<file path="config.mk">
export PLATFORM = sky130hd
export DESIGN_NAME = exma_stage_reg_flat
export DESIGN_NICKNAME = d
export VERILOG_FILES = /design/src/rtl/exma_stage_reg_if.sv /design/src/rtl/exma_stage_reg.sv /design/src/flat_wrapper.sv
export SDC_FILE = /design/constraint.sdc
export NUM_CORES = 1
export LEC_CHECK = 0
export CELL_PAD_IN_SITES_DETAIL_PLACEMENT = 0
export CELL_PAD_IN_SITES_GLOBAL_PLACEMENT = 1
export CORE_MARGIN = 1.5
export CORE_UTILIZATION = 33
export DETAILED_ROUTE_END_ITERATION = 10
export HOLD_SLACK_MARGIN = 0.1
export PLACE_DENSITY_LB_ADDON = 0.1
export RECOVER_POWER = 25
export SETUP_SLACK_MARGIN = 0.4
export SYNTH_ARGS = -nofsm -noshare
export SYNTH_HDL_FRONTEND = slang
export SYNTH_SLANG_ARGS = --single-unit
</file>
<file path="constraint.sdc">
create_clock -name ClkIn -period 7.8 [get_ports ClkIn]
set_input_delay 1.17 -clock ClkIn [delete_from_list [all_inputs] [get_ports ClkIn]]
set_output_delay 1.17 -clock ClkIn [all_outputs]
set_load 0.005 [all_outputs]
</file>
<file path="src/rtl/exma_stage_reg_if.sv">
// EX -> EX/MA pipeline register bundle: EX-stage ALU/control inputs, hazard controls,
// and the registered MA-side outputs. EXMA_PERF_COUNT_EN adds the performance counter outputs.
interface exma_stage_reg_if #(
  parameter int unsigned WIDTH = 32
);
  logic             ValidIn;
  logic [WIDTH-1:0] ResultIn;
  logic             ZeroIn;
  logic             LessIn;
  logic [WIDTH-1:0] StoreDataIn;
  logic [4:0]       RdIn;
  logic             RegWriteIn;
  logic             MemReadIn;
  logic             MemWriteIn;
  logic [2:0]       BranchTypeIn;
  logic [WIDTH-1:0] BranchTargetIn;
  logic             StallIn;
  logic             FlushIn;

  logic             ValidOut;
  logic [WIDTH-1:0] ResultOut;
  logic [WIDTH-1:0] StoreDataOut;
  logic [4:0]       RdOut;
  logic             RegWriteOut;
  logic             MemReadOut;
  logic             MemWriteOut;
  logic             BranchTakenOut;
  logic [WIDTH-1:0] BranchTargetOut;
  logic             KillActiveOut;
`ifdef EXMA_PERF_COUNT_EN
  logic [31:0]      BranchCountOut;
  logic [31:0]      StallCountOut;
`endif

  // Driver side: EX stage and hazard unit, plus the MA-side consumer.
  modport master (
    output ValidIn, ResultIn, ZeroIn, LessIn, StoreDataIn, RdIn, RegWriteIn, MemReadIn,
           MemWriteIn, BranchTypeIn, BranchTargetIn, StallIn, FlushIn,
    input  ValidOut, ResultOut, StoreDataOut, RdOut, RegWriteOut, MemReadOut, MemWriteOut,
           BranchTakenOut, BranchTargetOut, KillActiveOut
`ifdef EXMA_PERF_COUNT_EN
    , input BranchCountOut, StallCountOut
`endif
  );

  // The pipeline register itself.
  modport slave (
    input  ValidIn, ResultIn, ZeroIn, LessIn, StoreDataIn, RdIn, RegWriteIn, MemReadIn,
           MemWriteIn, BranchTypeIn, BranchTargetIn, StallIn, FlushIn,
    output ValidOut, ResultOut, StoreDataOut, RdOut, RegWriteOut, MemReadOut, MemWriteOut,
           BranchTakenOut, BranchTargetOut, KillActiveOut
`ifdef EXMA_PERF_COUNT_EN
    , output BranchCountOut, StallCountOut
`endif
  );
endinterface

</file>
<file path="src/rtl/exma_stage_reg.sv">
// EX/MA pipeline register: captures ALU results, resolves branches into a one-cycle redirect
// pulse and squashes the branch shadow. EXMA_PERF_COUNT_EN adds branch/stall counters.
module exma_stage_reg #(
  parameter int unsigned KILL_SLOTS = 2,
  parameter int unsigned WIDTH      = 32
) (
  input logic             ClkIn,
  input logic             RstIn,
  exma_stage_reg_if.slave bus
);

  localparam logic [2:0] KillLoad = 3'(KILL_SLOTS);

  logic             valid_q, valid_d;
  logic [WIDTH-1:0] result_q, result_d;
  logic [WIDTH-1:0] store_q, store_d;
  logic [4:0]       rd_q, rd_d;
  logic             regwrite_q, regwrite_d;
  logic             memread_q, memread_d;
  logic             memwrite_q, memwrite_d;
  logic             taken_q, taken_d;
  logic [WIDTH-1:0] target_q, target_d;
  logic [2:0]       kill_q, kill_d;

  logic branch_cond;
  logic capture_taken;

  // LessIn is an unsigned compare, so blt/bge here are bltu/bgeu.
  always_comb begin
    branch_cond = 1'b0;
    case (bus.BranchTypeIn)
      3'b001:  branch_cond = bus.ZeroIn;
      3'b010:  branch_cond = !bus.ZeroIn;
      3'b011:  branch_cond = bus.LessIn;
      3'b100:  branch_cond = !bus.LessIn;
      3'b101:  branch_cond = 1'b1;
      default: branch_cond = 1'b0;
    endcase
  end

  assign capture_taken = !bus.FlushIn && !bus.StallIn && (kill_q == 3'd0) &&
                         bus.ValidIn && branch_cond;

  always_comb begin
    valid_d    = valid_q;
    result_d   = result_q;
    store_d    = store_q;
    rd_d       = rd_q;
    regwrite_d = regwrite_q;
    memread_d  = memread_q;
    memwrite_d = memwrite_q;
    target_d   = target_q;
    kill_d     = kill_q;
    // The redirect is a pulse: it always drops on the next edge, even while stalled.
    taken_d    = 1'b0;

    if (bus.FlushIn || (!bus.StallIn && (kill_q != 3'd0 || !bus.ValidIn))) begin
      valid_d    = 1'b0;
      result_d   = '0;
      store_d    = '0;
      rd_d       = '0;
      regwrite_d = 1'b0;
      memread_d  = 1'b0;
      memwrite_d = 1'b0;
    end

    if (bus.FlushIn) begin
      kill_d = 3'd0;
    end else if (bus.StallIn) begin
      kill_d = kill_q;
    end else if (kill_q != 3'd0) begin
      kill_d = kill_q - 3'd1;
    end else if (bus.ValidIn) begin
      valid_d    = 1'b1;
      result_d   = bus.ResultIn;
      store_d    = bus.StoreDataIn;
      rd_d       = bus.RdIn;
      regwrite_d = bus.RegWriteIn;
      memread_d  = bus.MemReadIn;
      memwrite_d = bus.MemWriteIn;
      if (capture_taken) begin
        taken_d  = 1'b1;
        target_d = bus.BranchTargetIn;
        kill_d   = KillLoad;
      end
    end
  end

  always_ff @(posedge ClkIn or posedge RstIn) begin
    if (RstIn) begin
      valid_q    <= 1'b0;
      result_q   <= '0;
      store_q    <= '0;
      rd_q       <= '0;
      regwrite_q <= 1'b0;
      memread_q  <= 1'b0;
      memwrite_q <= 1'b0;
      taken_q    <= 1'b0;
      target_q   <= '0;
      kill_q     <= 3'd0;
    end else begin
      valid_q    <= valid_d;
      result_q   <= result_d;
      store_q    <= store_d;
      rd_q       <= rd_d;
      regwrite_q <= regwrite_d;
      memread_q  <= memread_d;
      memwrite_q <= memwrite_d;
      taken_q    <= taken_d;
      target_q   <= target_d;
      kill_q     <= kill_d;
    end
  end

  assign bus.ValidOut        = valid_q;
  assign bus.ResultOut       = result_q;
  assign bus.StoreDataOut    = store_q;
  assign bus.RdOut           = rd_q;
  assign bus.RegWriteOut     = regwrite_q;
  assign bus.MemReadOut      = memread_q;
  assign bus.MemWriteOut     = memwrite_q;
  assign bus.BranchTakenOut  = taken_q;
  assign bus.BranchTargetOut = target_q;
  assign bus.KillActiveOut   = (kill_q != 3'd0);

`ifdef EXMA_PERF_COUNT_EN
  logic [31:0] branch_cnt_q;
  logic [31:0] stall_cnt_q;

  always_ff @(posedge ClkIn or posedge RstIn) begin
    if (RstIn) begin
      branch_cnt_q <= '0;
      stall_cnt_q  <= '0;
    end else begin
      if (capture_taken) begin
        branch_cnt_q <= branch_cnt_q + 32'd1;
      end
      if (bus.StallIn && !bus.FlushIn) begin
        stall_cnt_q <= stall_cnt_q + 32'd1;
      end
    end
  end

  assign bus.BranchCountOut = branch_cnt_q;
  assign bus.StallCountOut  = stall_cnt_q;
`endif

endmodule

</file>
<file path="src/flat_wrapper.sv">
// flat-port wrapper written by rule: the top's interface ports become plain ports
module exma_stage_reg_flat 
#(
  parameter int unsigned KILL_SLOTS = 2,
  parameter int unsigned WIDTH      = 32
)
  (ClkIn, RstIn, bus_ValidIn, bus_ResultIn, bus_ZeroIn, bus_LessIn, bus_StoreDataIn, bus_RdIn, bus_RegWriteIn, bus_MemReadIn, bus_MemWriteIn, bus_BranchTypeIn, bus_BranchTargetIn, bus_StallIn, bus_FlushIn, bus_ValidOut, bus_ResultOut, bus_StoreDataOut, bus_RdOut, bus_RegWriteOut, bus_MemReadOut, bus_MemWriteOut, bus_BranchTakenOut, bus_BranchTargetOut, bus_KillActiveOut);
  exma_stage_reg_if #(.WIDTH(WIDTH)) bus_i ();
  input logic ClkIn;
  input logic RstIn;
  input wire logic [$bits(bus_i.ValidIn)-1:0] bus_ValidIn;
  input wire logic [$bits(bus_i.ResultIn)-1:0] bus_ResultIn;
  input wire logic [$bits(bus_i.ZeroIn)-1:0] bus_ZeroIn;
  input wire logic [$bits(bus_i.LessIn)-1:0] bus_LessIn;
  input wire logic [$bits(bus_i.StoreDataIn)-1:0] bus_StoreDataIn;
  input wire logic [$bits(bus_i.RdIn)-1:0] bus_RdIn;
  input wire logic [$bits(bus_i.RegWriteIn)-1:0] bus_RegWriteIn;
  input wire logic [$bits(bus_i.MemReadIn)-1:0] bus_MemReadIn;
  input wire logic [$bits(bus_i.MemWriteIn)-1:0] bus_MemWriteIn;
  input wire logic [$bits(bus_i.BranchTypeIn)-1:0] bus_BranchTypeIn;
  input wire logic [$bits(bus_i.BranchTargetIn)-1:0] bus_BranchTargetIn;
  input wire logic [$bits(bus_i.StallIn)-1:0] bus_StallIn;
  input wire logic [$bits(bus_i.FlushIn)-1:0] bus_FlushIn;
  output wire logic [$bits(bus_i.ValidOut)-1:0] bus_ValidOut;
  output wire logic [$bits(bus_i.ResultOut)-1:0] bus_ResultOut;
  output wire logic [$bits(bus_i.StoreDataOut)-1:0] bus_StoreDataOut;
  output wire logic [$bits(bus_i.RdOut)-1:0] bus_RdOut;
  output wire logic [$bits(bus_i.RegWriteOut)-1:0] bus_RegWriteOut;
  output wire logic [$bits(bus_i.MemReadOut)-1:0] bus_MemReadOut;
  output wire logic [$bits(bus_i.MemWriteOut)-1:0] bus_MemWriteOut;
  output wire logic [$bits(bus_i.BranchTakenOut)-1:0] bus_BranchTakenOut;
  output wire logic [$bits(bus_i.BranchTargetOut)-1:0] bus_BranchTargetOut;
  output wire logic [$bits(bus_i.KillActiveOut)-1:0] bus_KillActiveOut;
  assign bus_i.ValidIn = bus_ValidIn;
  assign bus_i.ResultIn = bus_ResultIn;
  assign bus_i.ZeroIn = bus_ZeroIn;
  assign bus_i.LessIn = bus_LessIn;
  assign bus_i.StoreDataIn = bus_StoreDataIn;
  assign bus_i.RdIn = bus_RdIn;
  assign bus_i.RegWriteIn = bus_RegWriteIn;
  assign bus_i.MemReadIn = bus_MemReadIn;
  assign bus_i.MemWriteIn = bus_MemWriteIn;
  assign bus_i.BranchTypeIn = bus_BranchTypeIn;
  assign bus_i.BranchTargetIn = bus_BranchTargetIn;
  assign bus_i.StallIn = bus_StallIn;
  assign bus_i.FlushIn = bus_FlushIn;
  assign bus_ValidOut = bus_i.ValidOut;
  assign bus_ResultOut = bus_i.ResultOut;
  assign bus_StoreDataOut = bus_i.StoreDataOut;
  assign bus_RdOut = bus_i.RdOut;
  assign bus_RegWriteOut = bus_i.RegWriteOut;
  assign bus_MemReadOut = bus_i.MemReadOut;
  assign bus_MemWriteOut = bus_i.MemWriteOut;
  assign bus_BranchTakenOut = bus_i.BranchTakenOut;
  assign bus_BranchTargetOut = bus_i.BranchTargetOut;
  assign bus_KillActiveOut = bus_i.KillActiveOut;
  exma_stage_reg #(.KILL_SLOTS(KILL_SLOTS), .WIDTH(WIDTH)) u_core (.ClkIn(ClkIn), .RstIn(RstIn), .bus(bus_i));
endmodule
</file>
==> impl_metrics.json <==
{
  "regArea_mm2": 0.00273,
  "max_cap_viol_count": 1,
  "synth_commonest_cells": "109 x dfrtp_1, 72 x a22o_1, 29 x mux2_4, 8 x buf_2, 7 x buf_1",
  "fin_crit_sh_pct": 45.7,
  "hold_end": "u_core.bus.ValidOut",
  "setup_viol": 0,
  "synthCells": 263,
  "cts_tree": "yes",
  "yosys_warnings": 0,
  "rsz0062_at_grt": "no",
  "violations": "max-capacitance violations, max-slew violations",
  "synth_fp_nets": 379,
  "syn_to_final_growth_pct": 63.1,
  "gp_congestion": 0.724,
  "finalHoldViolations": 0,
  "finalWirelength_um": 11100,
  "synth_edf_count": 0,
  "die_h_um": 115,
  "ir_drop_v": 0.000147,
  "grt_max_degree": 74,
  "grt_overflow": 0,
  "worst_pin_slew_ns": 2.01,
  "async_reset_ff_share_pct": 100,
  "drt-pass1-iter-count": 4,
  "min_path_cells": 1,
  "cts_resized": 0,
  "cts_buffer_depth": 2,
  "grt_pass1_vias": 3174,
  "fin_crit_ns": 3.57,
  "n_fill_cell": 1075,
  "hp-class": "flip-flop to flip-flop",
  "crit-reg2reg-launch": "u_core.kill_q[0]",
  "avgSynthCellArea_um2": 15.8,
  "nets": 594,
  "netlist_area_mm2": 0.00415,
  "rows": 40,
  "power_density_mw_per_mm2": 257,
  "finClkSkew_ns": 0.00755,
  "ys_ff_latch": 109,
  "drt-vias-per-instance": 4.71,
  "r2r_end": "u_core.bus.BranchTargetOut[13]",
  "critPathLaunchType": "primary input",
  "clkSinkCount": 109,
  "cts.hold.buffers_added": 0,
  "antenna_found_initial": 0,
  "dpl.hpwl_um": 7680,
  "drc": 0,
  "dieArea_mm2": 0.0133,
  "maxSlewHeadroom_pct": -34.7,
  "synth_area_leader_cell": "dfrtp_1",
  "start_util_pct": 34.2,
  "synth_cell_types": 27,
  "n_antenna_cell": 0,
  "cts_root_buf": "clkbuf_16",
  "max_freq_ghz": 0.280,
  "dpl_cell_area_mm2": 0.00649,
  "clk_latency_ns": 0.34,
  "ff2ff_path_depth": 6,
  "globalRouteTotalUtil_pct": 16.8,
  "initialDrtViolationCount": 178,
  "r2r_setup_slack_ns": 5.08,
  "setup_tns_ns": 0,
  "wl_per_cell_um": 17.0,
  "vias": 3065,
  "p_leak_nw": 3.14,
  "numPortBuffers": 220,
  "ys.flop_type": "dfrtp_1",
  "synthTopCellsByArea": "dfrtp_1 66%, a22o_1 15%, mux2_4 10%, buf_2 0.96%, buf_6 0.81%",
  "stdcell_area_mm2": 0.00678,
  "synth_top_area_share_pct": 65.7,
  "ys_seq_area_share_pct": 65.7,
  "worstPathArrival_ns": 3.79,
  "numCtsBuffers": 9,
  "antenna_left": 0,
  "drv_slew": 47,
  "multiInputGateArea_mm2": 0.00131,
  "coreArea_mm2": 0.0122,
  "crit_fanout": 33,
  "h-tree-depth": 3,
  "path_class": "primary input to flip-flop",
  "synth.most_common_cell": "dfrtp_1",
  "worstSetupEndpointType": "flip-flop",
  "cts_setup_buffers": 0,
  "critical_path_required_ns": 8.03,
  "status": "finished with violations",
  "post-route-util_pct": 55.7,
  "layout-drive-gt1-share_pct": 11.6,
  "dieWidth_um": 115,
  "io_pins": 221,
  "hp-start": "u_core.bus.ValidOut",
  "grt_pass1_wl_um": 17100,
  "clk_pin_slew_ns": 0.07
}
[per-layer routing]
metal | track usage [%] | up-vias | wire [um]
li1 | - | 1407 | -
met2 | 25.9 | 140 | 5050
met1 | 21.5 | 1502 | 4760
met5 | 0 | - | 0
met3 | 5.75 | 16 | 1010
met4 | 7.41 | 0 | 238
[report_power, final]
part | internal (W) | switching, W | total, W | leakage (nW)
registers | 0.000685 | 0.0000695 | 0.000754 | 1.44
logic | 0.000386 | 0.000163 | 0.000549 | 1.56
clock network | 0.000234 | 0.000202 | 0.000436 | 0.141
[worst max path at each step]
stage | slack (ns) | to | cells after the start | startpoint
3_5_place_dp | 3.94 | u_core.bus.BranchTargetOut[3] | 4 | bus_FlushIn
5_1_grt | 3.94 | u_core.bus.ResultOut[15] | 3 | RstIn
4_1_cts | 4.32 | u_core.bus.BranchTargetOut[3] | 4 | bus_FlushIn
6_report | 4.23 | u_core.bus.BranchTargetOut[13] | 5 | bus_BranchTypeIn[0]
2_1_floorplan | 3.76 | u_core.bus.BranchTakenOut | 1 | RstIn
3_3_place_gp | 3.99 | u_core.bus.BranchTargetOut[14] | 4 | bus_FlushIn
[critical path: stages]
cell and delay, ns:
dlygate4sd3_1 0.57, nor2b_1 0.14, o31ai_1 0.36, nand3_2 0.92, mux2_4 0.61
[layout by cell type, fill, tap and decap left out, types with 3 or more instances in the layout]
| cell | netlist | routed |
|---|---|---|
| buf_4 | 0 | 3 |
| inv_1 | 5 | 4 |
| mux2_2 | 3 | 3 |
| clkbuf_16 | 0 | 9 |
| mux2_4 | 29 | 29 |
| clkdlybuf4s50_1 | 0 | 184 |
| o21ai_0 | 3 | 3 |
| dlygate4sd3_1 | 0 | 36 |
| a22o_1 | 72 | 72 |
| a21oi_1 | 3 | 3 |
| dfrtp_1 | 109 | 109 |
[flip-flops by register name (all words and copies together) (netlist names)]
| signal | flops |
|---|---|
| u_core.bus.BranchTakenOut | 1 |
| u_core.bus.ResultOut | 32 |
| u_core.bus.BranchTargetOut | 32 |
| u_core.bus.RdOut | 5 |
| u_core.kill_q | 3 |
| u_core.bus.RegWriteOut | 1 |
| u_core.bus.MemWriteOut | 1 |
| u_core.bus.ValidOut | 1 |
| u_core.bus.MemReadOut | 1 |
| u_core.bus.StoreDataOut | 32 |
[cells by family after synthesis]
kind of cell | synth area share [%]
simple gates | 2.83
mux | 11.3
flops | 65.7
fa+ha+maj | 0.602
compound gates | 16.6
buf+inv | 2.98
[layout make-up]
| type | count | area share (%) |
|---|---|---|
| clock buffer | 11 | 3.73 |
| clock inverter | 5 | 0.517 |
| inverter | 5 | 0.295 |
| sequential | 109 | 40.3 |
| timing repair buffer | 223 | 32.8 |
| tap | 168 | 3.10 |
| multi-input combinational | 130 | 19.3 |
[stage by stage]
step                      power (W)  hold WS, ns  worst slack, ns  instances
after global routing        0.00184        0.509             3.94        651
after CTS                   0.00178        0.483             4.32        651
after global placement      0.00132        0.461             3.99        635
after floorplan            0.000981        0.474             3.76        263
after detailed placement    0.00132        0.466             3.94        635
final                       0.00174        0.478             4.23        651
Note: power is estimated with default switching activity, not from simulation.
